$ cat src/rtl/lu_arbiter.sv
// ---------------------------------------------------------------------------
// LuArbiter: four-requester round-robin front end for one shared logic unit.
//
// A request is accepted in IDLE, its operands and opcode are latched and
// presented to the logic unit, the arbiter waits for the unit to finish, and
// the result is handed back to the requester with a one-cycle done pulse.
// Grant priority rotates so the requester after the last one served is
// searched first.
//
// Parameters
//   WIDTH      operand / result width (default 8)
//
// Ports
//   clk        clock, rising edge
//   reset_n    asynchronous active-low reset
//   req        per-requester request, held until that requester sees done
//   a_flat     operand A, requester i in [i*WIDTH +: WIDTH]
//   b_flat     operand B, same slicing
//   op_flat    2-bit opcode per requester in [i*2 +: 2]
//              (00 AND, 01 OR, 10 XOR, 11 NOT A)
//   gnt        one-hot accept pulse, high during the ISSUE cycle
//   done       one-hot completion pulse, high during the RESP cycle
//   result     result of the last completed operation, held until next done
//   busy       high whenever the FSM is not in IDLE
//   err        timeout flag, pulses together with done
//   lu_start   one-cycle start strobe to the logic unit (ISSUE cycle)
//   lu_a/lu_b  latched operands to the logic unit
//   lu_op      latched opcode to the logic unit
//   lu_done    logic unit completion, only looked at in WAIT
//   lu_result  logic unit result, captured when lu_done is seen in WAIT
//
// Build option
//   LU_ARBITER_TIMEOUT_EN  when defined, an 8-bit WAIT counter aborts an
//                          operation that never completes: done is pulsed
//                          with an all-ones result and err set. Without it
//                          err is tied low and WAIT lasts until lu_done.
// ---------------------------------------------------------------------------
module lu_arbiter #(
    parameter int WIDTH = 8
) (
    input  logic               clk,
    input  logic               reset_n,
    input  logic [3:0]         req,
    input  logic [4*WIDTH-1:0] a_flat,
    input  logic [4*WIDTH-1:0] b_flat,
    input  logic [7:0]         op_flat,
    output logic [3:0]         gnt,
    output logic [3:0]         done,
    output logic [WIDTH-1:0]   result,
    output logic               busy,
    output logic               err,
    output logic               lu_start,
    output logic [WIDTH-1:0]   lu_a,
    output logic [WIDTH-1:0]   lu_b,
    output logic [1:0]         lu_op,
    input  logic               lu_done,
    input  logic [WIDTH-1:0]   lu_result
);

    typedef enum logic [1:0] {
        IDLE  = 2'd0,
        ISSUE = 2'd1,
        WAIT  = 2'd2,
        RESP  = 2'd3
    } state_t;

    state_t             state_q, state_d;
    logic [1:0]         rr_ptr_q, rr_ptr_d;
    logic [1:0]         idx_q, idx_d;
    logic [3:0]         gnt_q, gnt_d;
    logic [3:0]         done_q, done_d;
    logic [WIDTH-1:0]   result_q, result_d;
    logic               busy_q, busy_d;
    logic               lu_start_q, lu_start_d;
    logic [WIDTH-1:0]   lu_a_q, lu_a_d;
    logic [WIDTH-1:0]   lu_b_q, lu_b_d;
    logic [1:0]         lu_op_q, lu_op_d;
`ifdef LU_ARBITER_TIMEOUT_EN
    logic [7:0]         cnt_q, cnt_d;
    logic               err_q, err_d;
`endif

    logic               pick_found;
    logic [1:0]         pick_idx;
    logic [1:0]         cand;

    // Round-robin search starting at rr_ptr. The loop runs from the farthest
    // offset down to offset 0 so the nearest set bit is the last one written.
    always_comb begin
        pick_found = 1'b0;
        pick_idx   = rr_ptr_q;
        cand       = rr_ptr_q;
        for (int k = 3; k >= 0; k--) begin
            cand = rr_ptr_q + 2'(k);
            if (req[cand]) begin
                pick_found = 1'b1;
                pick_idx   = cand;
            end
        end
    end

    // Next-state and next-output logic. Every output is a flop, so the value
    // chosen on a transition is what appears during the state being entered:
    // gnt and lu_start during ISSUE, done/result/err during RESP.
    always_comb begin
        state_d    = state_q;
        rr_ptr_d   = rr_ptr_q;
        idx_d      = idx_q;
        gnt_d      = 4'b0000;
        done_d     = 4'b0000;
        result_d   = result_q;
        lu_start_d = 1'b0;
        lu_a_d     = lu_a_q;
        lu_b_d     = lu_b_q;
        lu_op_d    = lu_op_q;
`ifdef LU_ARBITER_TIMEOUT_EN
        cnt_d      = cnt_q;
        err_d      = 1'b0;
`endif

        case (state_q)
            IDLE: begin
                if (pick_found) begin
                    idx_d      = pick_idx;
                    lu_a_d     = a_flat[int'(pick_idx)*WIDTH +: WIDTH];
                    lu_b_d     = b_flat[int'(pick_idx)*WIDTH +: WIDTH];
                    lu_op_d    = op_flat[int'(pick_idx)*2 +: 2];
                    gnt_d      = 4'b0001 << pick_idx;
                    lu_start_d = 1'b1;
                    state_d    = ISSUE;
                end
            end
            ISSUE: begin
`ifdef LU_ARBITER_TIMEOUT_EN
                cnt_d   = 8'd0;
`endif
                state_d = WAIT;
            end
            WAIT: begin
                // A real completion takes priority over a timeout that
                // would expire on the same edge.
                if (lu_done) begin
                    result_d = lu_result;
                    done_d   = 4'b0001 << idx_q;
                    state_d  = RESP;
                end else begin
`ifdef LU_ARBITER_TIMEOUT_EN
                    cnt_d = cnt_q + 8'd1;
                    if (cnt_d == 8'hFF) begin
                        result_d = '1;
                        done_d   = 4'b0001 << idx_q;
                        err_d    = 1'b1;
                        state_d  = RESP;
                    end
`endif
                end
            end
            RESP: begin
                rr_ptr_d = idx_q + 2'd1;
                state_d  = IDLE;
            end
            default: begin
                state_d = IDLE;
            end
        endcase

        busy_d = (state_d != IDLE);
    end

    // State and output registers; reset abandons any operation in flight.
    always_ff @(posedge clk or negedge reset_n) begin
        if (!reset_n) begin
            state_q    <= IDLE;
            rr_ptr_q   <= 2'd0;
            idx_q      <= 2'd0;
            gnt_q      <= 4'b0000;
            done_q     <= 4'b0000;
            result_q   <= '0;
            busy_q     <= 1'b0;
            lu_start_q <= 1'b0;
            lu_a_q     <= '0;
            lu_b_q     <= '0;
            lu_op_q    <= 2'd0;
`ifdef LU_ARBITER_TIMEOUT_EN
            cnt_q      <= 8'd0;
            err_q      <= 1'b0;
`endif
        end else begin
            state_q    <= state_d;
            rr_ptr_q   <= rr_ptr_d;
            idx_q      <= idx_d;
            gnt_q      <= gnt_d;
            done_q     <= done_d;
            result_q   <= result_d;
            busy_q     <= busy_d;
            lu_start_q <= lu_start_d;
            lu_a_q     <= lu_a_d;
            lu_b_q     <= lu_b_d;
            lu_op_q    <= lu_op_d;
`ifdef LU_ARBITER_TIMEOUT_EN
            cnt_q      <= cnt_d;
            err_q      <= err_d;
`endif
        end
    end

    assign gnt      = gnt_q;
    assign done     = done_q;
    assign result   = result_q;
    assign busy     = busy_q;
    assign lu_start = lu_start_q;
    assign lu_a     = lu_a_q;
    assign lu_b     = lu_b_q;
    assign lu_op    = lu_op_q;
`ifdef LU_ARBITER_TIMEOUT_EN
    assign err      = err_q;
`else
    assign err      = 1'b0;
`endif

endmodule

$ cat config.mk
export PLATFORM = sky130hd
export DESIGN_NAME = lu_arbiter
export DESIGN_NICKNAME = d
export VERILOG_FILES = /design/src/rtl/lu_arbiter.sv
export SDC_FILE = /design/constraint.sdc
export NUM_CORES = 1
export LEC_CHECK = 0
export ABC_AREA = 0
export CORE_ASPECT_RATIO = 1.1
export CORE_MARGIN = 2
export CORE_UTILIZATION = 36
export DETAILED_ROUTE_END_ITERATION = 10
export PLACE_DENSITY = 0.79
export SYNTH_ARGS = -nofsm -noshare
export SYNTH_HDL_FRONTEND = slang
export SYNTH_SLANG_ARGS = --single-unit
export TNS_END_PERCENT = 10
$ cat constraint.sdc
create_clock -name clk -period 2.1 [get_ports clk]
set_clock_uncertainty 0.2 [all_clocks]
set_input_delay 0.42 -clock clk [delete_from_list [all_inputs] [get_ports clk]]
set_output_delay 0.42 -clock clk [all_outputs]
set_load 0.02 [all_outputs]
* Yosys cells after proc, flatten, opt, wreduce, memory -nomap -nowiden
Index checks and enable logic that the tools add are counted.
** Word-level totals
- Register bits :: 42
- Output and inout bits :: 37
** Operators by class
- Add/subtract/negate cells :: 4
- $lt $le $gt $ge :: 4
- Equal/unequal tests :: 3
- Shifts and indexed selects :: 5
- Muxes and demuxes :: 25
- Reduce and logical (&&, ||, !) cells :: 4
** Operators by type and width (count)
- 32-bit by 6-bit indexed part select with 8-bit output :: 2
- 4-bit 2-to-1 mux :: 4
- 2-bit by 3-bit less-than comparator with 1-bit output (second input constant) :: 4
- 2-bit 2-to-1 mux :: 6
- 1-bit 2-to-1 mux :: 10
- 1-bit binary-select mux with 2-bit select :: 4
- 2-bit case mux with 4 select lines :: 1
- 8-bit by 4-bit indexed part select with 2-bit output :: 1
- 1-bit by 2-bit left shift with 4-bit output (first input constant) :: 2
- 2-bit by 1-bit adder with 2-bit output (second input constant) :: 2
- 2-bit adder (second input constant) :: 2
- 2-bit equality test (second input constant) :: 2
- 2-bit AND reduction :: 2
- 2-bit by 1-bit equality test with 1-bit output (second input constant) :: 1
- 2-bit logical NOT :: 1
- 2-bit nonzero test :: 1

* Logic depth before layout (Yosys ltp)
Gate-level depths: netlist (run 1).
- Word-level depth :: 10
- Gate-level depth with buffers :: 8
- Gate-level depth less buffers :: 7

* Least setup slack after synthesis (run 1)
Ideal clock, no wire load.
- Path kind :: reg2reg
- From :: register rr_ptr_q[1]
- To :: register lu_a_q[3] (netlist: lu_a[3])
- Data arrival time :: 1636 ps
- Slack :: 142 ps
- Stages on the path, launching flop included :: 8
- Buffers on the path :: 2
- Clock period less this slack :: 1958 ps
- Cells stage by stage :: dfrtp_1 buf_4 nor3b_1 a2111oi_2 nor2_1 nor2_4 buf_12 a21oi_2
** Between the ends
- Cells in the longest elaborated chain, start to end :: 8
- Elaborated cells on any way between the ends :: 21
- Classes of those cells :: add/sub (3); shift (1); mux (16); reduce/logical (1)
** RTL lines
- start: declaration :: RTL line 68 : logic [1:0] rr_ptr_q, rr_ptr_d;
- start signal: assignment :: RTL line 190 : rr_ptr_q <= rr_ptr_d;
- 2-bit adder :: RTL line 94 : cand = rr_ptr_q + 2'(k);
- 1-bit binary-select mux with 2-bit select :: RTL line 95 : if (req[cand]) begin
- 1-bit 2-to-1 mux (not written as such) :: RTL line 95
- 2-bit 2-to-1 mux or 1-bit 2-to-1 mux (tied branches) (4 in series) :: RTL line 95
- 32-bit by 6-bit indexed part select with 8-bit output or 2-bit AND reduction (tied branches)
- end signal: assignment :: RTL line 197 : lu_a_q <= lu_a_d;
- end: declaration :: RTL line 75 : logic [WIDTH-1:0] lu_a_q, lu_a_d;
Several ways; a longest one is shown, not always the timed one. The select of a mux whose other input is x is not followed.
A chain may end at the register's enable or synchronous reset.

* Worst setup path in the final report (run 1)
- From :: register rr_ptr_q[1]
- To :: register lu_op_q[1] (netlist: lu_op[1])
** Between the ends
- Cells in the longest elaborated chain, start to end :: 8
- Elaborated cells on any way between the ends :: 21
- Classes of those cells :: add/sub (3); shift (1); mux (16); reduce/logical (1)
** RTL lines
- 2-bit adder :: RTL line 94
- 1-bit binary-select mux with 2-bit select :: RTL line 95
- 1-bit 2-to-1 mux (not written as such) :: RTL line 95
- 2-bit 2-to-1 mux or 1-bit 2-to-1 mux (tied branches) (4 in series) :: RTL line 95
- 8-bit by 4-bit indexed part select with 2-bit output or 2-bit AND reduction (tied branches)
- end signal: assignment :: RTL line 199 : lu_op_q <= lu_op_d;
- end: declaration :: RTL line 77 : logic [1:0] lu_op_q, lu_op_d;
Several ways; a longest one is shown, not always the timed one. The select of a mux whose other input is x is not followed.

==> impl_metrics.env, run 1 <==
export IMPL_rsz0062_at_grt="no"
export IMPL_worstPathCellList="o22a_1, buf_4, o221ai_4, clkbuf_16, o21ai_0, a31o_1, a21oi_2"
export IMPL_setup_viol=0
export IMPL_p_total_mw=5.21
export IMPL_cp_start_kind="flip-flop"
export IMPL_portBuffers=122
export IMPL_final_max_slew_viol_count=0
export IMPL_seq_area_um2=1050
export IMPL_crit_cells=7
export IMPL_timing_final_crit_period_ns=2.02
export IMPL_cts_buffer_depth=2
export IMPL_p_per_area_nw_per_um2=1270
export IMPL_syn_nets=319
export IMPL_path_clk_slew_ns=0.08
export IMPL_coreArea_um2=6520
export IMPL_path_max_fanout=7
export IMPL_grt_pass1_wl_um=11400
export IMPL_numPlacedInstances=449
export IMPL_path_delay_family="compound AO/OA/AOI/OAI gates"
export IMPL_area_growth_pct=72.0
export IMPL_r2r_cells=7
export IMPL_first_pass_iters=4
export IMPL_cellLeakagePower_nw=1.77
export IMPL_initial_core_util_pct=36.7
export IMPL_criticalPathCategory="flip-flop to flip-flop"
export IMPL_hp_class="flip-flop to flip-flop"
export IMPL_ys_flop_type="dfrtp_1"
export IMPL_yosysSeqAreaShare_pct=44.0
export IMPL_synth_area_per_cell_um2=10.6
export IMPL_max_cap_viol_count=0
export IMPL_overflow=0
export IMPL_place_ws_ns=-0.386
export IMPL_synthArstFlopShare_pct=100
export IMPL_utilization_pct=63.1
export IMPL_drt_iter0_markers=95
export IMPL_critical_path_max_stage_delay_ns=0.47
export IMPL_nNetsFinal=472
export IMPL_crit_buf_inv=2
export IMPL_ys_seq_elements=42
export IMPL_cp_slowest_cell="dfrtp_2"
export IMPL_multi_input_area_um2=1260
export IMPL_track_usage_pct=20.4
export IMPL_p_int_mw=3.11
export IMPL_drc=0
export IMPL_fp_dieW_um=81.7
export IMPL_worstSetupEndpointType="flip-flop"
export IMPL_period_share_pct=96.3
export IMPL_final_cell_area_um2=4110
export IMPL_critPathRequiredTime_ns=2.13
export IMPL_grt_max_degree=23
export IMPL_die_area_um2=7310
export IMPL_layout_cells_non_filler=461
export IMPL_first_global_vias=2449
export IMPL_ios=124
export IMPL_max_vdd_ir_drop_mv=0.660
export IMPL_holdPathStages=1
export IMPL_arrival_ns=2.05
export IMPL_synth_commonest_cells="dfrtp_1 (42), nor2_1 (22), o21ai_0 (19)"
export IMPL_wl_per_cell_um=16.5
export IMPL_synth_area_leaders="dfrtp_1 (44%), mux2i_1 (7.5%), a31o_1 (6.6%)"
export IMPL_fillers=540
export IMPL_h_tree_depth=2
export IMPL_antenna_found_initial=0
export IMPL_drive_above_1_share_pct=20.1
export IMPL_place_congestion=0.846
export IMPL_hpwlAfterDp_um=5670
export IMPL_final_antenna_net_count=0
export IMPL_p_sw_mw=2.10
export IMPL_clockPowerShare_pct=10.4
export IMPL_synth_area_um2=2390
export IMPL_max_slew_margin_pct=64.4
export IMPL_fmax_ghz=0.494
export IMPL_cts_sinks=42
export IMPL_synth_cell_types=41
export IMPL_switching_share_pct=40.2
export IMPL_vias=2408
export IMPL_setup_ws_ns=0.0776
export IMPL_yosysMostFrequentCell="dfrtp_1"
export IMPL_die_h_um=89.5
export IMPL_post_dp_cell_area_um2=3900
export IMPL_cts_tree="done"
export IMPL_synth_top_cell_by_area="dfrtp_1"
export IMPL_hold_violations=0
export IMPL_diodes=0
export IMPL_wl_um=7620
export IMPL_clk_latency_ns=0.29
export IMPL_comb_power_share_pct=62.7
export IMPL_num_rows=31
export IMPL_syn_inst=225
export IMPL_numCtsBuffers=5
export IMPL_yosysWarnings=0
export IMPL_synth_top_area_share_pct=44.0
export IMPL_status="finished clean"
export IMPL_root_buffer="clkbuf_8"
export IMPL_avgViaCountPerCell=5.22
export IMPL_seqPwrFrac_pct=26.9
export IMPL_synth_edf_count=0
export IMPL_tightest_slew_ns=0.533
-- power groups by stage --
stage               Sequential [mW]  Clock (mW)  Combinational [mW]
floorplan                      1.73           0                1.46
global placement               1.39           0                3.06
detailed placement             1.41           0                3.16
CTS                            1.40       0.560                3.25
global route                   1.44       0.589                3.50
finish                         1.40       0.541                3.27
-- stage by stage --
step | hold WS, ns | setup TNS [ns]
2_1_floorplan | -0.0756 | 0
3_3_place_gp | 0.226 | -7.35
3_5_place_dp | 0.237 | -8.27
4_1_cts | 0.314 | 0
5_1_grt | 0.323 | 0
6_report | 0.309 | 0
-- placed cells by master (no fill, tap or decap), types with 4 or more instances in the layout --
master           instances
clkdlybuf4s50_1        117
dfrtp_1                 41
buf_4                   28
nor2_1                  22
o21ai_0                 19
mux2i_1                 18
nand3_1                 18
a31o_1                  18
a21oi_1                 10
a21oi_2                 10
mux2_2                   9
ha_1                     7
inv_1                    6
clkbuf_8                 6
buf_12                   5
and3_1                   4
-- per-layer routing --
metal	vias up	track usage [%]	part of all wire [%]
met2	115	37.6	54
li1	1118	-	-
met1	1170	23.6	38
met5	-	0	0
met3	5	3.33	7.1
met4	0	7.58	0.89
-- cell type report --
type	count	share of cell area, %
timing repair buffer	158	38.3
clock inverter	1	0.122
tap	82	2.50
multi-input combinational	164	30.7
clock buffer	7	2.10
inverter	7	0.639
sequential	42	25.6
-- logic make-up after synthesis --
logic type / after synthesis / share of synthesized area, %
buf+inv: 20 / 5.55
simple gates: 62 / 13.8
flops: 42 / 44.0
compound gates: 66 / 21.1
mux: 27 / 11.8
other cells: 1 / 0.157
fa+ha+maj: 7 / 3.66
-- final timing paths --
check | slack, ns | to | startpoint
setup / recovery | 0.08 | lu_op[1]$_DFFE_PN0P_ | rr_ptr_q[1]$_DFFE_PN0N_
max in group asynchronous | 0.75 | rr_ptr_q[1]$_DFFE_PN0N_ | reset_n
setup reg to reg | 0.08 | lu_op[1]$_DFFE_PN0P_ | rr_ptr_q[1]$_DFFE_PN0N_
hold / removal | 0.31 | result[2]$_DFFE_PN0P_ | result[2]$_DFFE_PN0P_
min in group asynchronous | 0.43 | lu_b[6]$_DFFE_PN0P_ | reset_n
hold reg to reg | 0.31 | result[2]$_DFFE_PN0P_ | result[2]$_DFFE_PN0P_
-- registers in the layout, indices dropped and copies added, names as in the netlist --
name      flops
done          4
busy          1
lu_b          8
lu_op         2
lu_start      1
lu_a          8
rr_ptr_q      2
idx_q         2
state_q       2
gnt           4
result        8
-- what timing repair did --
item	in CTS	in global routing
hold buffers	1	0
setup buffers	1	0
gates resized for setup	8	4
endpoints found under the setup margin	20	20
hold endpoints to repair	20	0
gates cloned	1	1
pin swaps	3	2
Note: power is estimated with default switching activity, not from simulation.
==> inputs of run 2 (changes only) <==
==> constraint.sdc (replaced) <==
create_clock -name clk -period 2.1 [get_ports clk]
set_clock_uncertainty 0.2 [all_clocks]
set_input_delay 0.525 -clock clk [delete_from_list [all_inputs] [get_ports clk]]
set_output_delay 0.525 -clock clk [all_outputs]
set_load 0.02 [all_outputs]
==> run 2 against run 1 <==
- the run now ends with negative hold slack left
- via count down 2.2%
- critical path depth is 6 lower
- count of clock-buffer cells in the layout did not move
- first-iteration DRC count increased by 1.1%
- maximum frequency grew 0.88%
- die area unchanged
- sequential share of layout area up 0.087 points
- register-to-register slack better by 0.05 ns
- final area shrank 0.46%
- utilization is 0.29 points lower
- total power decreased by 0.31%
- global-route usage shrank 0.081 points
==> impl_metrics.env, run 2 (synthesis gave the netlist of run 1 again) <==
export IMPL_status="complete, but fails checks"
export IMPL_period_share_pct=95.5
export IMPL_diodes=0
export IMPL_cts_buffer_depth=2
export IMPL_cp_startpoint="lu_b[0]$_DFFE_PN0P_"
export IMPL_rsz0062_at_grt="no"
export IMPL_fmax_ghz=0.499
export IMPL_cp_start_kind="flip-flop"
export IMPL_nNetsFinal=472
export IMPL_clk_latency_ns=0.30
export IMPL_place_congestion=0.830
export IMPL_final_cell_mix="clkdlybuf4s50_1 (117), dfrtp_1 (42), buf_4 (28), nor2_1 (22), o21ai_0 (19)"
export IMPL_hold_violations=3
export IMPL_die_h_um=89.5
export IMPL_cellLeakagePower_nw=1.75
export IMPL_p_per_area_nw_per_um2=1270
export IMPL_post_dp_cell_area_um2=3890
export IMPL_track_usage_pct=20.3
export IMPL_p_total_mw=5.19
export IMPL_wl_per_cell_um=15.9
export IMPL_final_antenna_net_count=0
export IMPL_path_delay_family="buffers and inverters"
export IMPL_max_vdd_ir_drop_mv=0.670
export IMPL_vias=2355
export IMPL_coreArea_um2=6520
export IMPL_first_pass_iters=4
export IMPL_arrival_ns=1.28
export IMPL_num_rows=31
export IMPL_setup_viol=0
export IMPL_initial_core_util_pct=36.7
export IMPL_wl_um=7330
export IMPL_final_max_slew_viol_count=0
export IMPL_h_tree_depth=2
export IMPL_utilization_pct=62.8
export IMPL_fp_dieW_um=81.7
export IMPL_worstPathCellList="clkdlybuf4s50_1"
export IMPL_avgViaCountPerCell=5.11
export IMPL_root_buffer="clkbuf_8"
export IMPL_path_clk_slew_ns=0.08
export IMPL_criticalPathCategory="flip-flop to output pin"
export IMPL_hpwlAfterDp_um=5490
export IMPL_antenna_found_initial=0
export IMPL_first_global_vias=2495
export IMPL_critical_path_max_stage_delay_ns=0.61
export IMPL_drt_iter0_markers=96
export IMPL_violations="negative hold slack"
export IMPL_r2r_start="state_q[0]$_DFF_PN0_"
export IMPL_ctsHoldBuffers=0
export IMPL_grt_pass1_wl_um=11300
export IMPL_die_area_um2=7310
export IMPL_final_cell_area_um2=4090
export IMPL_cts_tree="done"
export IMPL_grt_max_degree=23
export IMPL_layout_commonest_cell="clkdlybuf4s50_1"
export IMPL_fin_tns_setup_ns=0
export IMPL_hp_class="input port to asynchronous set/reset pin"
export IMPL_crit_buf_inv=1
export IMPL_ios=124
export IMPL_drive_above_1_share_pct=21.1
export IMPL_drc=0
export IMPL_tightest_slew_ns=0.537
export IMPL_numCtsBuffers=5
export IMPL_cts_sinks=42
export IMPL_cp_slowest_cell="clkdlybuf4s50_1"
export IMPL_hold_ws_ns=-0.00161
export IMPL_max_cap_viol_count=0
export IMPL_area_growth_pct=71.2
export IMPL_portBuffers=122
export IMPL_critPathRequiredTime_ns=1.37
export IMPL_timing_final_crit_period_ns=2.00
export IMPL_worstSetupEndpointType="output pin"
export IMPL_path_max_fanout=2
export IMPL_max_slew_margin_pct=64.2
export IMPL_overflow=0
==> run 2: cell type report <==
| class | instances | area [um^2] |
|---|---|---|
| Inverter | 7 | 26.3 |
| Sequential cell | 42 | 1050 |
| Clock buffer | 7 | 86.3 |
| Tap cell | 82 | 103 |
| Clock inverter | 1 | 5.00 |
| Timing Repair Buffer | 158 | 1540 |
| Multi-Input combinational cell | 164 | 1280 |
| Fill cell | 546 | 2420 |
==> run 2: report_power, final <==
group          internal, mW  switching (mW)  total (mW)
registers              1.17           0.216        1.39
clock network         0.265           0.273       0.538
logic                  1.67            1.59        3.27
total                  3.11            2.08        5.19
==> run 2: metrics by stage <==
stage | setup WS (ns) | instances
floorplan | 0.0612 | 225
global placement | -0.458 | 448
detailed placement | -0.512 | 448
CTS | 0.0776 | 461
global route | 0.00307 | 461
finish | 0.0953 | 461
==> run 2: final timing paths <==
| path | endpoint | slack (ns) | depth (start not counted) |
|---|---|---|---|
| hold / removal | done[3]$_DFF_PN0_ | -0.002 | 1 |
| setup / recovery | lu_b[0] | 0.1 | 1 |
| max in group asynchronous | lu_a[2]$_DFFE_PN0P_ | 1.20 | 2 |
| hold reg to reg | result[2]$_DFFE_PN0P_ | 0.31 | 1 |
| setup reg to reg | lu_op[1]$_DFFE_PN0P_ | 0.13 | 8 |
| min in group clk | result[2]$_DFFE_PN0P_ | 0.31 | 1 |
==> run 2: per-layer routing <==
metal	global-route usage, %	vias up	part of all wire, %
li1	-	1120	-
met1	23.1	1138	39
met2	37.4	87	52
met3	3.64	10	6.7
met4	8.03	0	1.9
met5	0	-	0
==> run 2: timing repair <==
| action | in CTS | in global routing |
|---|---|---|
| pin swaps | 4 | 3 |
| endpoints found under the setup margin | 24 | 20 |
| gates resized for setup | 17 | 3 |
| setup buffers | 4 | 0 |
| gates cloned | 1 | 0 |
